==> src/rtl/uart_core.sv <==
// uart_core: baud-tick generator, TX serialiser, oversampling RX deserialiser,
// each channel buffered by its own DEPTH-entry FIFO.
// Ports: clk, rst (async active-low); baud_div (tick every baud_div+1 clocks);
//   TX side: tx_wr_en/tx_data_in push, tx_full, tx_count, tx_busy, txd pin;
//   RX side: rxd pin, rx_rd_en pop, rx_data_out (registered), rx_empty, rx_count;
//   errors: err_clr, sticky rx_frame_err / rx_overrun / rx_parity_err.
// Optional macro UART_PARITY_EN adds a parity bit (parity_odd selects odd);
// without it frames are start + D_W + stop and rx_parity_err is tied 0.
module uart_core #(
    parameter int D_W    = 8,
    parameter int B_TICK = 16,
    parameter int DEPTH  = 16,
    parameter int DIV_W  = 16
) (
    input  logic                     clk,
    input  logic                     rst,
    input  logic [DIV_W-1:0]         baud_div,
    input  logic                     parity_odd,
    input  logic                     tx_wr_en,
    input  logic [D_W-1:0]           tx_data_in,
    output logic                     tx_full,
    output logic [$clog2(DEPTH):0]   tx_count,
    output logic                     tx_busy,
    output logic                     txd,
    input  logic                     rxd,
    input  logic                     rx_rd_en,
    output logic [D_W-1:0]           rx_data_out,
    output logic                     rx_empty,
    output logic [$clog2(DEPTH):0]   rx_count,
    input  logic                     err_clr,
    output logic                     rx_frame_err,
    output logic                     rx_overrun,
    output logic                     rx_parity_err
);
    localparam int AW = $clog2(DEPTH);
    localparam int TW = $clog2(B_TICK);
    localparam int BW = $clog2(D_W);

    typedef enum logic [2:0] {
        ST_IDLE, ST_START, ST_DATA, ST_PARITY, ST_STOP
    } state_t;

    // ---------------- baud generator ----------------
    logic [DIV_W-1:0] baud_cnt_q, baud_cnt_d;
    logic             tick;

    // ">=" keeps the counter from running away if baud_div is lowered live
    always_comb begin
        tick       = (baud_cnt_q >= baud_div);
        baud_cnt_d = tick ? '0 : baud_cnt_q + 1'b1;
    end

    // ---------------- TX FIFO + FSM ----------------
    logic [D_W-1:0] tx_mem [DEPTH];
    logic [AW:0]    tx_wp_q, tx_wp_d, tx_rp_q, tx_rp_d;
    logic           tx_empty, tx_push, tx_load, tx_bit_end;
    logic [D_W-1:0] tx_head;
    state_t         tx_st_q, tx_st_d;
    logic [TW-1:0]  tx_tcnt_q, tx_tcnt_d;
    logic [BW-1:0]  tx_bcnt_q, tx_bcnt_d;
    logic [D_W-1:0] tx_sh_q, tx_sh_d;
    logic           txd_q, txd_d;
`ifdef UART_PARITY_EN
    logic           tx_par_q, tx_par_d;
`endif

    always_comb begin
        tx_empty = (tx_wp_q == tx_rp_q);
        tx_full  = (tx_wp_q[AW] != tx_rp_q[AW]) &&
                   (tx_wp_q[AW-1:0] == tx_rp_q[AW-1:0]);
        tx_count = tx_wp_q - tx_rp_q;
        tx_push  = tx_wr_en && !tx_full;
        tx_head  = tx_mem[tx_rp_q[AW-1:0]];
        tx_busy  = (tx_st_q != ST_IDLE);
        txd      = txd_q;
    end

    always_comb begin
        tx_st_d    = tx_st_q;
        tx_tcnt_d  = tx_tcnt_q;
        tx_bcnt_d  = tx_bcnt_q;
        tx_sh_d    = tx_sh_q;
        tx_load    = 1'b0;
        txd_d      = 1'b1;
`ifdef UART_PARITY_EN
        tx_par_d   = tx_par_q;
`endif
        tx_bit_end = tick && (tx_tcnt_q == TW'(B_TICK - 1));
        if (tick) tx_tcnt_d = tx_tcnt_q + 1'b1;
        unique case (tx_st_q)
            ST_IDLE: tx_load = !tx_empty;
            ST_START: if (tx_bit_end) begin
                tx_st_d   = ST_DATA;
                tx_tcnt_d = '0;
                tx_bcnt_d = '0;
            end
            ST_DATA: if (tx_bit_end) begin
                tx_tcnt_d = '0;
                tx_sh_d   = tx_sh_q >> 1;
                tx_bcnt_d = tx_bcnt_q + 1'b1;
                if (tx_bcnt_q == BW'(D_W - 1)) begin
`ifdef UART_PARITY_EN
                    tx_st_d = ST_PARITY;
`else
                    tx_st_d = ST_STOP;
`endif
                end
            end
            ST_PARITY: if (tx_bit_end) begin
                tx_tcnt_d = '0;
                tx_st_d   = ST_STOP;
            end
            ST_STOP: if (tx_bit_end) begin
                tx_tcnt_d = '0;
                tx_st_d   = ST_IDLE;
                // chain straight into the next frame: no idle gap
                tx_load   = !tx_empty;
            end
            default: tx_st_d = ST_IDLE;
        endcase
        if (tx_load) begin
            tx_st_d   = ST_START;
            tx_tcnt_d = '0;
            tx_sh_d   = tx_head;
`ifdef UART_PARITY_EN
            tx_par_d  = (^tx_head) ^ parity_odd;
`endif
        end
        unique case (tx_st_d)
            ST_START:  txd_d = 1'b0;
            ST_DATA:   txd_d = tx_sh_d[0];
`ifdef UART_PARITY_EN
            ST_PARITY: txd_d = tx_par_d;
`endif
            default:   txd_d = 1'b1;
        endcase
        tx_wp_d = tx_wp_q + {{AW{1'b0}}, tx_push};
        tx_rp_d = tx_rp_q + {{AW{1'b0}}, tx_load};
    end

    // ---------------- RX sync, FSM, FIFO ----------------
    logic           sync1_q, sync2_q;
    state_t         rx_st_q, rx_st_d;
    logic [TW-1:0]  rx_tcnt_q, rx_tcnt_d;
    logic [BW-1:0]  rx_bcnt_q, rx_bcnt_d;
    logic [D_W-1:0] rx_sh_q, rx_sh_d;
    logic           rx_bit_end, rx_half, par_bad;
    logic           rx_push, rx_pop, rx_full;
    logic           set_frame, set_over, set_par;
    logic [D_W-1:0] rx_mem [DEPTH];
    logic [AW:0]    rx_wp_q, rx_wp_d, rx_rp_q, rx_rp_d;
    logic [D_W-1:0] rx_dout_q, rx_dout_d;
    logic           frame_q, frame_d, over_q, over_d;
`ifdef UART_PARITY_EN
    logic           rx_par_q, rx_par_d, perr_q, perr_d;
`else
    logic           unused_parity_odd;
    assign unused_parity_odd = parity_odd;
`endif

    always_comb begin
        rx_empty = (rx_wp_q == rx_rp_q);
        rx_full  = (rx_wp_q[AW] != rx_rp_q[AW]) &&
                   (rx_wp_q[AW-1:0] == rx_rp_q[AW-1:0]);
        rx_count = rx_wp_q - rx_rp_q;
        rx_pop   = rx_rd_en && !rx_empty;
`ifdef UART_PARITY_EN
        par_bad  = rx_par_q != ((^rx_sh_q) ^ parity_odd);
`else
        par_bad  = 1'b0;
`endif
    end

    always_comb begin
        rx_st_d    = rx_st_q;
        rx_tcnt_d  = rx_tcnt_q;
        rx_bcnt_d  = rx_bcnt_q;
        rx_sh_d    = rx_sh_q;
        rx_push    = 1'b0;
        set_frame  = 1'b0;
        set_over   = 1'b0;
        set_par    = 1'b0;
`ifdef UART_PARITY_EN
        rx_par_d   = rx_par_q;
`endif
        rx_bit_end = tick && (rx_tcnt_q == TW'(B_TICK - 1));
        rx_half    = tick && (rx_tcnt_q == TW'(B_TICK / 2 - 1));
        if (tick) rx_tcnt_d = rx_tcnt_q + 1'b1;
        unique case (rx_st_q)
            ST_IDLE: if (!sync2_q) begin
                rx_st_d   = ST_START;
                rx_tcnt_d = '0;
            end
            // half-bit check moves all later samples to mid-bit
            ST_START: if (rx_half) begin
                rx_tcnt_d = '0;
                rx_bcnt_d = '0;
                rx_st_d   = sync2_q ? ST_IDLE : ST_DATA;
            end
            ST_DATA: if (rx_bit_end) begin
                rx_tcnt_d = '0;
                rx_sh_d   = {sync2_q, rx_sh_q[D_W-1:1]};
                rx_bcnt_d = rx_bcnt_q + 1'b1;
                if (rx_bcnt_q == BW'(D_W - 1)) begin
`ifdef UART_PARITY_EN
                    rx_st_d = ST_PARITY;
`else
                    rx_st_d = ST_STOP;
`endif
                end
            end
            ST_PARITY: if (rx_bit_end) begin
                rx_tcnt_d = '0;
                rx_st_d   = ST_STOP;
`ifdef UART_PARITY_EN
                rx_par_d  = sync2_q;
`endif
            end
            ST_STOP: if (rx_bit_end) begin
                rx_tcnt_d = '0;
                rx_st_d   = ST_IDLE;
                if (!sync2_q)     set_frame = 1'b1;
                else if (par_bad) set_par   = 1'b1;
                else if (rx_full) set_over  = 1'b1;
                else              rx_push   = 1'b1;
            end
            default: rx_st_d = ST_IDLE;
        endcase
        rx_wp_d   = rx_wp_q + {{AW{1'b0}}, rx_push};
        rx_rp_d   = rx_rp_q + {{AW{1'b0}}, rx_pop};
        rx_dout_d = rx_pop ? rx_mem[rx_rp_q[AW-1:0]] : rx_dout_q;
        frame_d   = set_frame | (frame_q & ~err_clr);
        over_d    = set_over | (over_q & ~err_clr);
`ifdef UART_PARITY_EN
        perr_d    = set_par | (perr_q & ~err_clr);
`endif
    end

    always_comb begin
        rx_data_out  = rx_dout_q;
        rx_frame_err = frame_q;
        rx_overrun   = over_q;
`ifdef UART_PARITY_EN
        rx_parity_err = perr_q;
`else
        rx_parity_err = set_par;
`endif
    end

    always_ff @(posedge clk) begin
        if (tx_push) tx_mem[tx_wp_q[AW-1:0]] <= tx_data_in;
        if (rx_push) rx_mem[rx_wp_q[AW-1:0]] <= rx_sh_q;
    end

    always_ff @(posedge clk or negedge rst) begin
        if (!rst) begin
            baud_cnt_q <= '0;
            tx_wp_q    <= '0;
            tx_rp_q    <= '0;
            tx_st_q    <= ST_IDLE;
            tx_tcnt_q  <= '0;
            tx_bcnt_q  <= '0;
            tx_sh_q    <= '0;
            txd_q      <= 1'b1;
            sync1_q    <= 1'b1;
            sync2_q    <= 1'b1;
            rx_st_q    <= ST_IDLE;
            rx_tcnt_q  <= '0;
            rx_bcnt_q  <= '0;
            rx_sh_q    <= '0;
            rx_wp_q    <= '0;
            rx_rp_q    <= '0;
            rx_dout_q  <= '0;
            frame_q    <= 1'b0;
            over_q     <= 1'b0;
`ifdef UART_PARITY_EN
            tx_par_q   <= 1'b0;
            rx_par_q   <= 1'b0;
            perr_q     <= 1'b0;
`endif
        end else begin
            baud_cnt_q <= baud_cnt_d;
            tx_wp_q    <= tx_wp_d;
            tx_rp_q    <= tx_rp_d;
            tx_st_q    <= tx_st_d;
            tx_tcnt_q  <= tx_tcnt_d;
            tx_bcnt_q  <= tx_bcnt_d;
            tx_sh_q    <= tx_sh_d;
            txd_q      <= txd_d;
            sync1_q    <= rxd;
            sync2_q    <= sync1_q;
            rx_st_q    <= rx_st_d;
            rx_tcnt_q  <= rx_tcnt_d;
            rx_bcnt_q  <= rx_bcnt_d;
            rx_sh_q    <= rx_sh_d;
            rx_wp_q    <= rx_wp_d;
            rx_rp_q    <= rx_rp_d;
            rx_dout_q  <= rx_dout_d;
            frame_q    <= frame_d;
            over_q     <= over_d;
`ifdef UART_PARITY_EN
            tx_par_q   <= tx_par_d;
            rx_par_q   <= rx_par_d;
            perr_q     <= perr_d;
`endif
        end
    end
endmodule
==> config.mk <==
export PLATFORM = sky130hd
export DESIGN_NAME = uart_core
export DESIGN_NICKNAME = d
export VERILOG_FILES = /design/src/rtl/uart_core.sv
export SDC_FILE = /design/constraint.sdc
export NUM_CORES = 1
export LEC_CHECK = 0
export CORE_AREA = 2 2 206 208
export CTS_BUF_LIST = sky130_fd_sc_hd__clkbuf_16
export DETAILED_ROUTE_END_ITERATION = 16
export DIE_AREA = 0 0 208 210
export PLACE_DENSITY = 0.56
export SYNTH_ARGS = -nofsm -noshare
export SYNTH_HDL_FRONTEND = slang
export SYNTH_SLANG_ARGS = --single-unit
==> constraint.sdc <==
create_clock -name clk -period 4.32 [get_ports clk]
set_input_delay 0.432 -clock clk [delete_from_list [all_inputs] [get_ports clk]]
set_output_delay 0.432 -clock clk [all_outputs]
set_load 0.01 [all_outputs]
### Word-level counts from Yosys, hierarchy flattened

Memories as Yosys holds them, arrays and structs flattened. A register that Yosys moved wholly into a read port is not among the register bits.
Cells that the tools add are included.

| storage, ports and cells | value |
|---|---|
| word-level logic and storage cells | 144 |
| bits of input ports | 31 |
| memories | 2 |
| output and inout bits | 25 |
| bits in writable memories | 256 |
| register bits | 77 |

| cells by class | value |
|---|---|
| $lt $le $gt $ge | 1 |
| $add $sub $neg | 11 |
| reductions and logical operators | 25 |
| equal/unequal tests | 29 |
| mux-type cells | 52 |
| bitwise operators | 5 |

Memories:

| name | words | width | rd ports | clocked after Yosys merged registers in | wr ports | line | RTL |
|---|---|---|---|---|---|---|---|
| rx_mem | 16 | 8 | 1 | 1 | 1 | 150 | `logic [D_W-1:0] rx_mem [DEPTH];` |
| tx_mem | 16 | 8 | 1 | 0 | 1 | 54 | `logic [D_W-1:0] tx_mem [DEPTH];` |

Operators by type and width:

| operator | count |
|---|---|
| two-way mux 3 bit | 16 |
| two-way mux 4 bit | 8 |
| one-hot mux 3 bit (5 select lines) | 2 |
| two-way mux 8 bit | 3 |
| adder 5 x 1 -> 5 bit | 4 |
| adder 16 x 1 -> 16 bit, second input constant | 1 |
| greater-or-equal comparator 16 bit | 1 |
| two-way mux 1 bit | 16 |
| two-way mux 16 bit | 1 |
| != test 2 bit, second input constant | 8 |
| equality test 3 x 2 -> 1 bit, second input constant | 5 |
| equality test 3 bit, second input constant | 4 |
| one-hot mux 3 bit (2 select lines) | 2 |
| one-hot mux 4 bit (3 select lines) | 1 |
| equality test 5 bit | 2 |
| subtractor 5 bit | 2 |
| equality test 3 x 1 -> 1 bit, second input constant | 3 |
| adder 4 x 1 -> 4 bit, second input constant | 2 |
| equality test 4 bit | 2 |
| equality test 4 bit, second input constant | 2 |
| nonzero test 2 bit | 4 |
| logical AND 1 bit | 7 |
| adder 3 x 1 -> 3 bit, second input constant | 2 |
| logical NOT 3 bit | 2 |
| other kinds (14) | 23 |

### Longest topological paths before layout

| logic depth | value |
|---|---|
| word-level depth | 8 |
| depth in mapped cells | 14 |

### Least setup slack after synthesis

OpenSTA, ideal clock, no wires.

| timing | value |
|---|---|
| path kind | flip-flop to flip-flop |
| start | register tx_rp_q[1] |
| end | memory tx_mem[2][0], enable pin |
| data arrival time | 2.744 ns |
| cell stages (with the launch flop) | 11 |
| period minus slack after synthesis | 3.127 ns |
| library setup time | 0.383 ns |
| setup slack | 1.193 ns |
| path buffers | 3 |
| path through | dfrtp_1 > clkbuf_1 > clkbuf_1 > buf_2 > inv_1 > ha_1 > nand4_1 > nor2b_1 > nor2b_1 > nand3_1 > nor3_1 |

| between the ends | value |
|---|---|
| word-level cells in the longest chain between the ends | 6 |

RTL lines:

| what | line | RTL |
|---|---|---|
| from (decl) | 55 | `logic [AW:0] tx_wp_q, tx_wp_d, tx_rp_q, tx_rp_d;` |
| from (signal assigned) | 284 | `tx_rp_q <= tx_rp_d;` |
| equality test 4 bit | 70 | `(tx_wp_q[AW-1:0] == tx_rp_q[AW-1:0]);` |
| logical AND 1 bit | 69 | `tx_full = (tx_wp_q[AW] != tx_rp_q[AW]) &&` |
| via tx_full | 21 | `output logic tx_full,` |
| logical NOT 1 bit | 72 | `tx_push = tx_wr_en && !tx_full;` |
| logical AND 1 bit | 72 |  |
| two-way mux 1 bit | 251 | `if (tx_push) tx_mem[tx_wp_q[AW-1:0]] <= tx_data_in;` |
| two-way mux 1 bit (not written as such) | 251 |  |
| to (decl) | 54 |  |

The timed path passes the listed nets, and every way through them passes these cells.

### Worst setup path in the final report

| timing | value |
|---|---|
| start | register tx_rp_q[0] |
| end | output port tx_count[4] |

| between the ends | value |
|---|---|
| word-level cells in the longest chain between the ends | 1 |

RTL lines:

| what | line | RTL |
|---|---|---|
| subtractor 5 bit | 71 | `tx_count = tx_wp_q - tx_rp_q;` |
| to (decl) | 22 | `output logic [$clog2(DEPTH):0] tx_count,` |

Every way passes these cells.

==> flow_metrics.env <==
export IMPL_grt_pass1_vias=7429
export IMPL_slew_headroom_pct=42.72
export IMPL_drt_iter0_drc=505
export IMPL_hold_viol_final=19
export IMPL_ys_types=53
export IMPL_ys_flop_type="edfxtp_1"
export IMPL_reg2reg_depth=11
export IMPL_whs_ns=-0.01302
export IMPL_overflow=0
export IMPL_layout_worst_path_cycle_share_pct=75.59
export IMPL_vdd_drop_max_uv=264.8
export IMPL_p_switching_mw=2.715
export IMPL_power_frac_comb_pct=25.5
export IMPL_slew_viol_final=0
export IMPL_netlist_area_mm2=0.01439
export IMPL_sw_frac_of_total_pct=28.87
export IMPL_ys_seq_area_share_pct=68.25
export IMPL_cts_root_buf="clkbuf_16"
export IMPL_grt_usage_pct=12.58
export IMPL_ys_seq_elements=341
export IMPL_cts_hold_buf=0
export IMPL_async_flop_share_pct=24.93
export IMPL_die_w_um=208
export IMPL_cap_violations=0
export IMPL_setup_viol=0
export IMPL_port_buffers=53
export IMPL_synth_nets=909
export IMPL_cp_required_ns=3.89
export IMPL_worstReg2RegStart="baud_cnt_q[2]"
export IMPL_crit_type="flop to output port"
export IMPL_cts_tree="yes"
export IMPL_intPower_mw=6.689
export IMPL_reg2reg_to="tx_rp_q[4]"
export IMPL_clock_sinks=341
export IMPL_clkPwrFrac_pct=30.3
export IMPL_min_period_ns=3.265
export IMPL_avgSynthCellArea_um2=17.19
export IMPL_gp_congestion=0.7222
export IMPL_fp_dieArea_mm2=0.04368
export IMPL_post_cts_setup_buffers=0
export IMPL_tns_ns=0
export IMPL_cp_max_fo=18
export IMPL_start_util_pct=34.68
export IMPL_grt_pass1_wl_um=42880
export IMPL_synthCells=837
export IMPL_drive_gt1_share_pct=17.46
export IMPL_grt_max_degree=59
export IMPL_worstSetupEndpointType="output port"
export IMPL_vias_per_cell=4.869
export IMPL_vias=7255
export IMPL_hold_path_class="input port to asynchronous set/reset pin"
export IMPL_clkTransAtPathRegs_ns=0.06
export IMPL_slowest_delay_ns=0.70
export IMPL_yosysWarnings=0
export IMPL_cts_buffer_depth=3
export IMPL_antenna_found_initial=0
export IMPL_synthMuxAreaShare_pct=14.37
export IMPL_critPathBufInv=2
export IMPL_fp_coreArea_mm2=0.04148
export IMPL_rsz0062_at_grt="false"
export IMPL_routed_wl_um=26960
export IMPL_p_seq_share_pct=44.2
export IMPL_synth_edff_count=256
export IMPL_slowest_stage="dfrtp_2"
export IMPL_num_antenna_cells=0
export IMPL_synth_xor_area_share_pct=2.435
export IMPL_violations="negative hold slack"
export IMPL_synthSimpleGateAreaFrac_pct=5.836
export IMPL_fp_dieH_um=210
export IMPL_cp_cell_sequence="ha_1 -> fa_1 -> inv_1 -> a21o_1 -> a21oi_1 -> xor2_1 -> clkdlybuf4s50_1"
export IMPL_clock_fmax_mhz=306.2
export IMPL_io_pins=56
export IMPL_wire_per_inst_um=18.10
export IMPL_p_leak_nw=6.171
export IMPL_cts_buffers=36
export IMPL_synth_top_family_by_area="multiplexers"
export IMPL_clk_insertion_delay_late_ns=0.54
export IMPL_dp_hpwl_um=17670
export IMPL_core_rowCount=75
export IMPL_layout_nets=995
export IMPL_worstMarginPinSlew_ns=0.8560
export IMPL_reg2reg_slack_ns=1.24
export IMPL_drtPass1Iterations=5
export IMPL_post_cts_resized=0
export IMPL_post_route_drc_count=0
export IMPL_status="finished, violations left"
export IMPL_synthAdderAreaFrac_pct=3.671
export IMPL_cp_start_kind="flop"
export IMPL_area_growth_pct=16.29
export IMPL_synth_compound_area_share_pct=3.070
export IMPL_antenna_left=0
export IMPL_crit_family="flip-flops"
export IMPL_htree_num_levels=2
export IMPL_powerDensity_mw_per_mm2=562.2
export IMPL_fin_skew_ns=0.01593
export IMPL_cp_arrival_ns=2.83
[power groups by stage]
stage,combinational [mW],sequential [mW],clock [mW]
final,2.40,4.16,2.85
after global routing,2.64,4.20,3.07
after CTS,2.46,4.16,2.94
after detailed placement,2.44,4.22,0
after global placement,2.42,4.22,0
after floorplan,1.78,4.07,0
[stage by stage]
step,std cells,power (mW),setup WS (ns),util (%),area (um2)
2_1_floorplan,837,5.850,1.193,-,14390
3_3_place_gp,1424,6.632,0.6973,37.70,15640
3_5_place_dp,1424,6.665,0.7073,37.70,15640
4_1_cts,1490,9.555,0.9764,40.33,16730
5_1_grt,1490,9.908,0.8786,40.33,16730
6_report,1490,9.404,1.055,40.33,16730
[cells in the final DEF, fill, tap and decap left out, types with 3 or more instances in the layout]
cell type        count
a211oi_1             6
a21o_1               6
a21oi_1             14
a221o_1              7
a22o_1               6
and3_1              13
buf_4               30
clkbuf_16           36
clkdlybuf4s50_1     52
clkinv_1            10
clkinv_2             3
dfrtp_1             80
dfstp_2              3
edfxtp_1           256
ha_1                39
inv_1               51
inv_6                3
mux2_2              16
mux2i_1              4
mux4_1              18
mux4_2              61
nand2_1             20
nand2b_1             7
nand3_1             27
nand4_1             12
nor2_1              69
nor2b_1              4
nor3_1               8
o21ai_0              7
or3_1                3
xnor2_1             21
xor2_1              19
[kinds of logic after synthesis]
family,count (synthesis)
compound gates,63
fa+ha+maj,41
other cells,1
simple gates,175
xor+xnor,40
buf+inv,77
mux,99
flops,341
[routing by layer]
layer | GRT usage, % | wire [um] | vias up
li1 | - | - | 3427
met1 | 18.02 | 12700 | 3666
met2 | 19.85 | 12600 | 124
met3 | 2.160 | 1115 | 38
met4 | 3.595 | 540 | 0
met5 | 0 | 0 | -
[cell type report]
class                   instances  area (um2)
fillers                      3754       24750
clock inverters                30       191.4
multi-input cells             419        4234
well taps                     539       674.4
repair buffers                 82       745.7
inverters                      43       161.4
flip-flops and latches        341        9821
clock buffers                  36       900.9
[how the worst max path moves through the flow]
stage / from / to / slack (ns) / depth (start not counted)
after floorplan: tx_rp_q[1] / tx_mem[2][0] / 1.19 / 10
after global placement: baud_div[15] / tx_rp_q[4] / 0.70 / 13
after detailed placement: baud_div[15] / rx_mem[2][0] / 0.71 / 12
after CTS: tx_rp_q[0] / tx_count[4] / 0.98 / 7
after global routing: tx_rp_q[0] / tx_count[4] / 0.88 / 7
final: tx_rp_q[0] / tx_count[4] / 1.05 / 7
[Yosys cell counts, drive strengths merged, types with 3 or more instances]
cell type | instances | share of area [%]
nand3 | 27 | 0.94
or3 | 3 | 0.13
nor2 | 69 | 1.8
dfstp | 3 | 0.55
nand2 | 20 | 0.52
and3 | 13 | 0.57
a221o | 7 | 0.49
xnor2 | 21 | 1.3
and2 | 4 | 0.17
o21ai | 10 | 0.35
mux2i | 4 | 0.28
mux2 | 16 | 1.3
nor3 | 8 | 0.28
a22o | 6 | 0.37
nand2b | 7 | 0.30
inv | 43 | 1.1
a21o | 6 | 0.31
ha | 39 | 3.4
dfrtp | 82 | 14
nand4 | 12 | 0.52
mux4 | 79 | 13
clkbuf | 24 | 0.63
xor2 | 19 | 1.2
buf | 10 | 0.59
nor2b | 4 | 0.17
a21oi | 15 | 0.55
a211oi | 6 | 0.31
edfxtp | 256 | 53
[registers in the layout, indices dropped and copies added (netlist names), 4 cells and up]
name         cells
baud_cnt_q      16
tx_sh_q          8
rx_rp_q          5
rx_wp_q          5
tx_tcnt_q        4
rx_data_out      8
rx_sh_q          8
tx_rp_q          5
tx_mem         128
rx_tcnt_q        4
tx_wp_q          5
rx_mem         128
Power figures use the tool's default switching activity.
